--- src/rtl/down_seq.sv ---
// down_seq: narrows one DIN_W source transfer (byte/word/long/phrase) into DOUT_W beats.
// Define DOWN_SEQ_REPL_EN to replicate sub-beat items across every lane instead of zero-filling.
module down_seq #(
    parameter int unsigned DIN_W  = 64,
    parameter int unsigned DOUT_W = 32
) (
    input  logic                       sys_clk,
    input  logic                       reset,
    input  logic                       in_valid,
    output logic                       in_ready,
    input  logic [DIN_W-1:0]           din,
    input  logic [1:0]                 in_siz,
    input  logic [$clog2(DIN_W/8)-1:0] in_off,
    output logic                       out_valid,
    input  logic                       out_ready,
    output logic [DOUT_W-1:0]          dout,
    output logic                       out_last,
    output logic                       busy
);

    localparam int unsigned OFF_W = $clog2(DIN_W / 8);
    localparam int unsigned CNT_W = $clog2(DIN_W / DOUT_W);

    typedef enum logic {
        StIdle,
        StSend
    } state_t;

    state_t             state_q;
    logic [DIN_W-1:0]   data_q;
    logic [1:0]         siz_q;
    logic [OFF_W-1:0]   off_q;
    logic [CNT_W-1:0]   cnt_q;
    logic [OFF_W-1:0]   in_off_aligned;
    logic               accept;
    logic               beat_hs;

    function automatic int unsigned size_bits(input logic [1:0] siz);
        int unsigned bits;
        case (siz)
            2'd0:    bits = 8;
            2'd1:    bits = 16;
            2'd2:    bits = 32;
            default: bits = DIN_W;
        endcase
        return bits;
    endfunction

    // Phrase transfers have an all-ones mask, so their offset always collapses to 0.
    function automatic logic [OFF_W-1:0] align_off(input logic [1:0] siz,
                                                   input logic [OFF_W-1:0] off);
        logic [OFF_W-1:0] mask;
        mask = OFF_W'(size_bits(siz) / 8 - 1);
        return off & ~mask;
    endfunction

    function automatic logic is_last(input logic [1:0] siz, input logic [CNT_W-1:0] k);
        int unsigned n;
        n = (size_bits(siz) > DOUT_W) ? size_bits(siz) / DOUT_W : 1;
        return k == CNT_W'(n - 1);
    endfunction

    function automatic logic [DOUT_W-1:0] beat_of(input logic [DIN_W-1:0] data,
                                                  input logic [1:0]       siz,
                                                  input logic [OFF_W-1:0] off,
                                                  input logic [CNT_W-1:0] k);
        int unsigned       sbits;
        int unsigned       base;
        logic [DOUT_W-1:0] item;
        logic [DOUT_W-1:0] res;
        sbits = size_bits(siz);
        base  = 32'(off) * 8;
        res   = '0;
        if (sbits >= DOUT_W) begin
            res = DOUT_W'(data >> (base + 32'(k) * DOUT_W));
        end else begin
            item = DOUT_W'(data >> base) & ({DOUT_W{1'b1}} >> (DOUT_W - sbits));
`ifdef DOWN_SEQ_REPL_EN
            for (int unsigned j = 0; j < DOUT_W / 8; j++) begin
                if (j * sbits < DOUT_W) begin
                    res = res | (item << (j * sbits));
                end
            end
`else
            // Keep the item at its byte lane inside the DOUT_W chunk that holds it.
            res = item << (base % DOUT_W);
`endif
        end
        return res;
    endfunction

    always_comb begin
        in_off_aligned = align_off(in_siz, in_off);
        beat_hs        = out_valid && out_ready;
        in_ready       = !reset && ((state_q == StIdle) || (beat_hs && out_last));
        accept         = in_valid && in_ready;
        busy           = (state_q != StIdle);
    end

    always_ff @(posedge sys_clk) begin
        if (reset) begin
            state_q   <= StIdle;
            data_q    <= '0;
            siz_q     <= '0;
            off_q     <= '0;
            cnt_q     <= '0;
            out_valid <= 1'b0;
            out_last  <= 1'b0;
            dout      <= '0;
        end else if (accept) begin
            // Covers both a fresh start from idle and a bubble-free follow-on after the last beat.
            state_q   <= StSend;
            data_q    <= din;
            siz_q     <= in_siz;
            off_q     <= in_off_aligned;
            cnt_q     <= '0;
            out_valid <= 1'b1;
            out_last  <= is_last(in_siz, '0);
            dout      <= beat_of(din, in_siz, in_off_aligned, '0);
        end else if (beat_hs) begin
            if (out_last) begin
                state_q   <= StIdle;
                out_valid <= 1'b0;
                out_last  <= 1'b0;
            end else begin
                cnt_q    <= cnt_q + 1'b1;
                out_last <= is_last(siz_q, cnt_q + 1'b1);
                dout     <= beat_of(data_q, siz_q, off_q, cnt_q + 1'b1);
            end
        end
    end

endmodule

--- config.mk ---
export PLATFORM = sky130hd
export DESIGN_NAME = down_seq
export DESIGN_NICKNAME = d
export VERILOG_FILES = /design/src/rtl/down_seq.sv
export SDC_FILE = /design/constraint.sdc
export NUM_CORES = 1
export LEC_CHECK = 0
export ABC_AREA = 1
export ABC_CLOCK_PERIOD_IN_PS = 2700
export BUFFER_PORTS_ARGS = -buffer_cell sky130_fd_sc_hd__buf_2
export CAP_MARGIN = 20
export CORE_MARGIN = 1.5
export CORE_UTILIZATION = 60
export CTS_CLUSTER_SIZE = 40
export DETAILED_ROUTE_END_ITERATION = 10
export PLACE_DENSITY = 0.91
export SLEW_MARGIN = 30
export SYNTH_ARGS = -nofsm -noshare
export SYNTH_HDL_FRONTEND = slang
export SYNTH_SLANG_ARGS = --single-unit
--- constraint.sdc ---
create_clock -name sys_clk -period 2.7 [get_ports sys_clk]
set_clock_uncertainty 0.15 [all_clocks]
set_input_delay 0.54 -clock sys_clk [delete_from_list [all_inputs] [get_ports sys_clk]]
set_output_delay 0.54 -clock sys_clk [all_outputs]
set_load 0.01 [all_outputs]
### Word-level counts from Yosys, hierarchy flattened

Cells that the tools add are included.

| operators by class | value |
|---|---|
| $add $sub $neg | 7 |
| $lt $le $gt $ge | 4 |
| equality and inequality tests | 6 |
| shifts and indexed selects | 7 |
| mux-type cells | 21 |
| bitwise gates (word level) | 7 |
| reductions and logical operators | 14 |

Operators by type and width:

| operator | number |
|---|---|
| 32-bit two-way mux | 11 |
| 64-bit by 6-bit right shift with 32-bit output | 2 |
| 32-bit AND | 2 |
| 32-bit by 6-bit greater-or-equal comparator with 1-bit output (second input constant) | 2 |
| 32-bit by 6-bit > comparator with 1-bit output (second input constant) | 2 |
| 32-bit by 5-bit left shift with 32-bit output | 2 |
| 32-bit by 32-bit right shift with 32-bit output (first input constant) | 2 |
| 64-bit by 7-bit right shift with 32-bit output | 1 |
| 6-bit by 32-bit subtractor with 32-bit output (first input constant) | 2 |
| 7-bit one-hot mux with 3 select lines | 2 |
| 1-bit two-way mux | 8 |
| 6-bit by 6-bit adder with 7-bit output | 1 |
| 2-bit AND reduction | 3 |
| 2-bit by 1-bit == test with 1-bit output (second input constant) | 2 |
| 2-bit == test (second input constant) | 2 |
| 1-bit logical AND | 4 |
| 2-bit zero test | 2 |
| 2-bit nonzero test | 2 |
| 3-bit AND | 1 |
| 1-bit inverter | 3 |
| 3-bit inverter | 1 |
| 3-bit by 1-bit subtractor with 3-bit output (second input constant) | 1 |
| 2-bit by 1-bit inequality test with 1-bit output (second input constant) | 1 |
| 2-bit OR reduction | 1 |
| 5 further kinds | 6 |

| word-level totals | value |
|---|---|
| register bits | 104 |
| input bits | 73 |
| output and inout port bits | 36 |
| logic and storage cells | 73 |

### Logic depth before layout (Yosys ltp)

| depth | value |
|---|---|
| word-level depth | 15 |
| mapped depth | 18 |
| gate-level depth less buffers | 16 |

### Worst setup path after synthesis

OpenSTA, ideal clock, no wires.

| path | value |
|---|---|
| path type | input -> register |
| start point | in in_siz[0] |
| end point | reg dout[6] |
| library setup time | 0.114 ns |
| arrival time | 1.969 ns |
| data required time | 2.436 ns |
| slack | 0.467 ns |
| stages on the path | 15 |
| path buffers | 1 |
| path through | inv_1 -> ha_1 -> nand2_1 -> nand2_1 -> nor2_4 -> buf_6 -> nor2_1 -> nor2_1 -> inv_2 -> nand2_1 -> inv_2 -> nand3_1 -> o211ai_1 -> o21bai_1 -> inv_1 |

| on the way | value |
|---|---|
| word-level cells in the longest chain between the ends | 10 |
| elaborated cells between the ends (all ways) | 17 |
| those cells by class | add/sub: 2; order compare: 1; eq/ne: 2; shift: 3; mux: 5; bitwise: 3; reduce/logical: 1 |

Ends and longest elaborated chain:

| element | RTL line | source |
|---|---|---|
| start, declared | 12 | `input logic [1:0] in_siz,` |
| 2-bit == test (tied with other cells) | 40 | `case (siz)` |
| 7-bit one-hot mux with 3 select lines (*) | 40 |  |
| 32-bit two-way mux / 3-bit by 1-bit subtractor with 3-bit output (equally long branches) | 110, 53 |  |
| 32-bit two-way mux / 3-bit inverter (equally long branches) | 101, 54 |  |
| 6-bit by 32-bit subtractor with 32-bit output / 3-bit AND (equally long branches) | 77, 54 |  |
| 32-bit by 32-bit right shift with 32-bit output / 64-bit by 6-bit right shift with 32-bit output (equally long branches) | 77, 75 |  |
| 32-bit AND | 77 | `item = DOUT_W'(data >> base) & ({DOUT_W{1'b1}} >> (DOUT_W - sbits));` |
| 32-bit by 5-bit left shift with 32-bit output | 86 | `res = item << (base % DOUT_W);` |
| 32-bit two-way mux (*) | 74 | `if (sbits >= DOUT_W) begin` |
| 32-bit two-way mux (*) | 110 | `end else if (accept) begin` |
| end signal, assigned | 119 | `dout <= beat_of(din, in_siz, in_off_aligned, '0);` |
| end signal, assigned | 128 | `dout <= beat_of(data_q, siz_q, off_q, cnt_q + 1'b1);` |
| end, declared | 16 | `output logic [DOUT_W-1:0] dout,` |

Mark *: on every way between the ends. The rest lies on a longest branch, timed or not. The select of a mux whose other input is x is not followed.
A chain may end at the register's enable or synchronous reset.

### Worst setup path in the final report

| path | value |
|---|---|
| start point | reg off_q[0] |
| end point | reg dout[14] |

| on the way | value |
|---|---|
| word-level cells in the longest chain between the ends | 7 |
| elaborated cells between the ends (all ways) | 9 |
| those cells by class | add/sub: 1; shift: 3; mux: 4; bitwise: 1 |

Ends and longest elaborated chain:

| element | RTL line | source |
|---|---|---|
| start, declared | 32 | `logic [OFF_W-1:0] off_q;` |
| start signal, assigned | 115 | `off_q <= in_off_aligned;` |
| 64-bit by 6-bit right shift with 32-bit output | 77 |  |
| 32-bit AND | 77 |  |
| 32-bit by 5-bit left shift with 32-bit output | 86 |  |
| 32-bit two-way mux (*) | 74 |  |
| 32-bit two-way mux (*) | 121 | `if (out_last) begin` |
| 32-bit two-way mux (*) | 120 | `end else if (beat_hs) begin` |
| 32-bit two-way mux (*) | 110 |  |

Marks and branches as above.

==> metrics.log <==
[metrics] Post-synth EDFFs: 0
[metrics] average size of a mapped cell: 5.72 µm²
[metrics] endpoint arrival time on the critical path: 2.60 ns
[metrics] TritonCTS clock tree: done
[metrics] first-pass GRT wire length: 55900 µm
[metrics] first-pass iteration count of the detailed router: 7
[metrics] crit path time final: ~2.5 ns
[metrics] unrepaired setup endpoints after global routing: no
[metrics] H-tree Lvls: 3
[metrics] antenna diode count: 0
[metrics] routed via count: 11300
[metrics] Slew @ Worst Pin: 0.717 ns
[metrics] part of the cycle the worst path needs: 92.2%
[metrics] net switching power of the design: 1.90 mW
[metrics] Seq pwr share: 37.2%
[metrics] Register Area: about 0.0021 mm²
[metrics] Synth async-reset ratio: 0%
[metrics] DRC errors left: 0
[metrics] count leader, synth: sky130_fd_sc_hd__nand2_1
[metrics] gate family responsible for the most delay along the worst path: simple AND/OR/NAND/NOR gates
[metrics] sequential-to-total area share from yosys stat: ~25%
[metrics] cell with the largest stage delay on the worst path: sky130_fd_sc_hd__buf_4
[metrics] dominant cell type by area after synthesis: sky130_fd_sc_hd__dfxtp_1
[metrics] area share of the largest cell type after synthesis: roughly 25%
[metrics] Slowest Stage Delay on Critical Path: 0.42 ns
[metrics] ranking of synthesized cells by area: sky130_fd_sc_hd__dfxtp_1, sky130_fd_sc_hd__nand2_1, sky130_fd_sc_hd__nand3_1
[metrics] utilization after layout: 69.3%
[metrics] Worst Setup End Kind: register
[metrics] Post-CTS Setup Inserts: 0
[metrics] critical-path maximum fanout: 40
[metrics] Gates resized, CTS repair: 0
[metrics] internal power summed over all cells: 2.84 mW
[metrics] Fin. Hold Viols: 0
[metrics] Final Wtd Congestion: ~1.1
[metrics] leakage power total: 4.63 nW
[metrics] kind of critical path: register to register
[metrics] timing-limited maximum frequency: 402 MHz
[metrics] total number of yosys warnings: 0
[metrics] maximum number of pins on one net before global-route repair: 53
[metrics] Core Rows: 43
[metrics] Commonest cells post-synth: sky130_fd_sc_hd__nand2_1, sky130_fd_sc_hd__nand3_1, sky130_fd_sc_hd__inv_1, sky130_fd_sc_hd__o21ai_0, sky130_fd_sc_hd__dfxtp_1
[metrics] effective utilization at floorplan: 61.0%
[metrics] Gate power share: about a third
[metrics] io pins: between 100 and 150
[metrics] gate count after technology mapping: 1469
[metrics] syn nets: around 1600
[metrics] layout overhead on the synthesized area: 13.7%
[metrics] buffers and inverters on the worst path: 1
[metrics] Inserted Clock Buffers: 9
[metrics] total gr overflow: 0
[metrics] Die ar.: roughly 0.015 mm²
[metrics] clock root buffer master: sky130_fd_sc_hd__clkbuf_16
[metrics] detailed-placement wirelength estimate: 28500 µm
[metrics] endpoint required time on the critical path: 2.81 ns
[metrics] clock transition at the registers of the reported paths: 0.08 ns
[metrics] most frequent cell on the critical path: sky130_fd_sc_hd__nand3_1
[metrics] clock group share of total power: 28.0%
[metrics] Final Power: roughly 4.7 mW
[metrics] final count of negative-setup-slack endpoints: 0
[metrics] run status: finished, final reports clean
[metrics] insertion delay to the later sink of the worst-skew pair: 0.36 ns
[metrics] Clock Tree Buf Depth: 2
[metrics] hold crit path type: input port to register
[metrics] reported max-cap violation count: 0
[metrics] Post-layout nets: 1637
[metrics] worst slew margin relative to its limit: 52.0%
[metrics] Core Area: 0.0138 mm²
[metrics] element type at the critical path start: register
[metrics] violation count after the first detailed-routing iteration: around 2000
[metrics] number of distinct library cells after synthesis: 40
[metrics] fill cell total of the finished layout: ~1300
[metrics] average vias per placed instance: 6.47
[metrics] switching share of total power: 40.1%
[metrics] wire length after detailed routing: 37400 µm
[metrics] number of storage elements in the synthesis netlist: between 100 and 150
[metrics] Max rail drop VDD: roughly 280 µV
[metrics] total standard cell area after synthesis: 0.00840 mm²
[metrics] top_reg_cell synth: sky130_fd_sc_hd__dfxtp_1
[metrics] Chip Height: roughly 120 µm
[metrics] die width: 121 µm
[metrics] number of antenna violations at the first check in global routing: 0
[metrics] via count of the first global-routing pass: 9877
[metrics] wire length per cell: 21.5 µm
[metrics] final max-slew violation count: 0
[metrics] multi-input combinational cell area: 0.00534 mm²
[metrics] port bufs: approximately 110
[metrics] Post-CTS Hold Fix Bufs: 0
[metrics] Cell Pwr Density: 497 mW/mm²
[metrics] post-route antenna net violation count: 0
[metrics] cell chain of the critical path: buf_4 > o21ai_0 > o21ai_0 > nand2_1 > nand3_1 > nand2_1 > nand3_1 > nand3_1 > nand3_1 > nor2_1
[metrics] gr usage total: about 50%
[metrics] share of post-route cells with drive strength above 1: between 10% and 20%
[metrics] Clock Sink Count: 104
==> cells in the final DEF (no fill, tap or decap), types with 3 or more instances in the layout <==
cell / count
sky130_fd_sc_hd__a21oi_1: 72
sky130_fd_sc_hd__a22oi_1: 4
sky130_fd_sc_hd__a31oi_1: 9
sky130_fd_sc_hd__buf_12: 5
sky130_fd_sc_hd__buf_2: 108
sky130_fd_sc_hd__buf_4: 64
sky130_fd_sc_hd__clkbuf_16: 9
sky130_fd_sc_hd__clkinv_1: 3
sky130_fd_sc_hd__dfxtp_1: 103
sky130_fd_sc_hd__ha_1: 9
sky130_fd_sc_hd__inv_1: 118
sky130_fd_sc_hd__inv_2: 9
sky130_fd_sc_hd__nand2_1: 459
sky130_fd_sc_hd__nand3_1: 210
sky130_fd_sc_hd__nand4_1: 38
sky130_fd_sc_hd__nor2_1: 74
sky130_fd_sc_hd__nor2_2: 6
sky130_fd_sc_hd__nor2_4: 3
sky130_fd_sc_hd__nor3_1: 3
sky130_fd_sc_hd__o211ai_1: 13
sky130_fd_sc_hd__o211ai_2: 4
sky130_fd_sc_hd__o21ai_0: 118
sky130_fd_sc_hd__o21ai_1: 55
sky130_fd_sc_hd__o22ai_1: 27
sky130_fd_sc_hd__or2_2: 10
==> logic make-up (layout without fill, tap and decap cells) <==
family	count (synthesis)	in the layout	synth area share, %
DFF	104	104	24.8
xor gates and xnor gates	1	1	0.104
AOI/OAI and AO/OA	314	314	20.6
and+or+nand+nor	809	809	41.4
adders and majority gates	9	9	1.34
buffers and inverters	232	323	11.7
==> per-layer routing <==
layer / up-vias / wire (µm) / GRT usage, %
met5: - / 35 / 0
met4: 2 / 2540 / 29.0
met2: 963 / 15500 / 75.3
met1: 5034 / 13100 / 63.9
met3: 189 / 6200 / 17.7
li1: 5073 / - / -
==> through the flow <==
stage	setup slack, ns	hold WS (ns)	TNS [ns]	cell area, µm²	cells
floorplan	0.467	0.294	0	8400	1469
global placement	0.00580	0.301	0	9250	1724
detailed placement	-0.0396	0.321	-0.0396	9250	1724
CTS	0.335	0.264	0	9540	1740
global route	0.0851	0.274	0	9540	1740
finish	0.211	0.259	0	9540	1740
==> registers in the layout, indices dropped and copies added, names as in the netlist <==
name and count:
busy 1, out_last 1, data_q 64, siz_q 2, cnt_q 1, off_q 3
dout 32
==> power by group through the flow <==
stage          Clock (mW)  Sequential [mW]  Combinational [mW]
6_report             1.33             1.76                1.65
5_1_grt              1.39             1.77                1.76
3_3_place_gp            0             1.79                1.55
4_1_cts              1.33             1.75                1.57
2_1_floorplan           0             1.76               0.986
3_5_place_dp            0             1.79                1.56
==> worst min-delay path, stage by stage <==
cell	delay (ns)
sky130_fd_sc_hd__buf_2	0.10
sky130_fd_sc_hd__nand2_1	0.05
sky130_fd_sc_hd__nand2_1	0.05
==> layout make-up <==
type / count / area share [%]
Multi-Input combinational cell: 1133 / 55.9
Sequential cell: 104 / 21.8
Timing Repair Buffer: 177 / 11.7
Inverter: 130 / 5.11
Clock buffer: 10 / 2.50
Tap cell: 180 / 2.36
Clock inverter: 6 / 0.524
==> worst paths after layout <==
kind / from / end / slack (ns) / depth (start not counted)
hold / removal: din[6] / data_q[6]$_SDFFE_PP0P_ / 0.26 / 3
hold reg to reg: dout[13]$_SDFFE_PP0P_ / dout[13]$_SDFFE_PP0P_ / 0.34 / 2
setup reg to reg: off_q[0]$_SDFFE_PP0P_ / dout[14]$_SDFFE_PP0P_ / 0.21 / 10
setup / recovery: off_q[0]$_SDFFE_PP0P_ / dout[14]$_SDFFE_PP0P_ / 0.21 / 10
(Power assumes the default switching activity.)
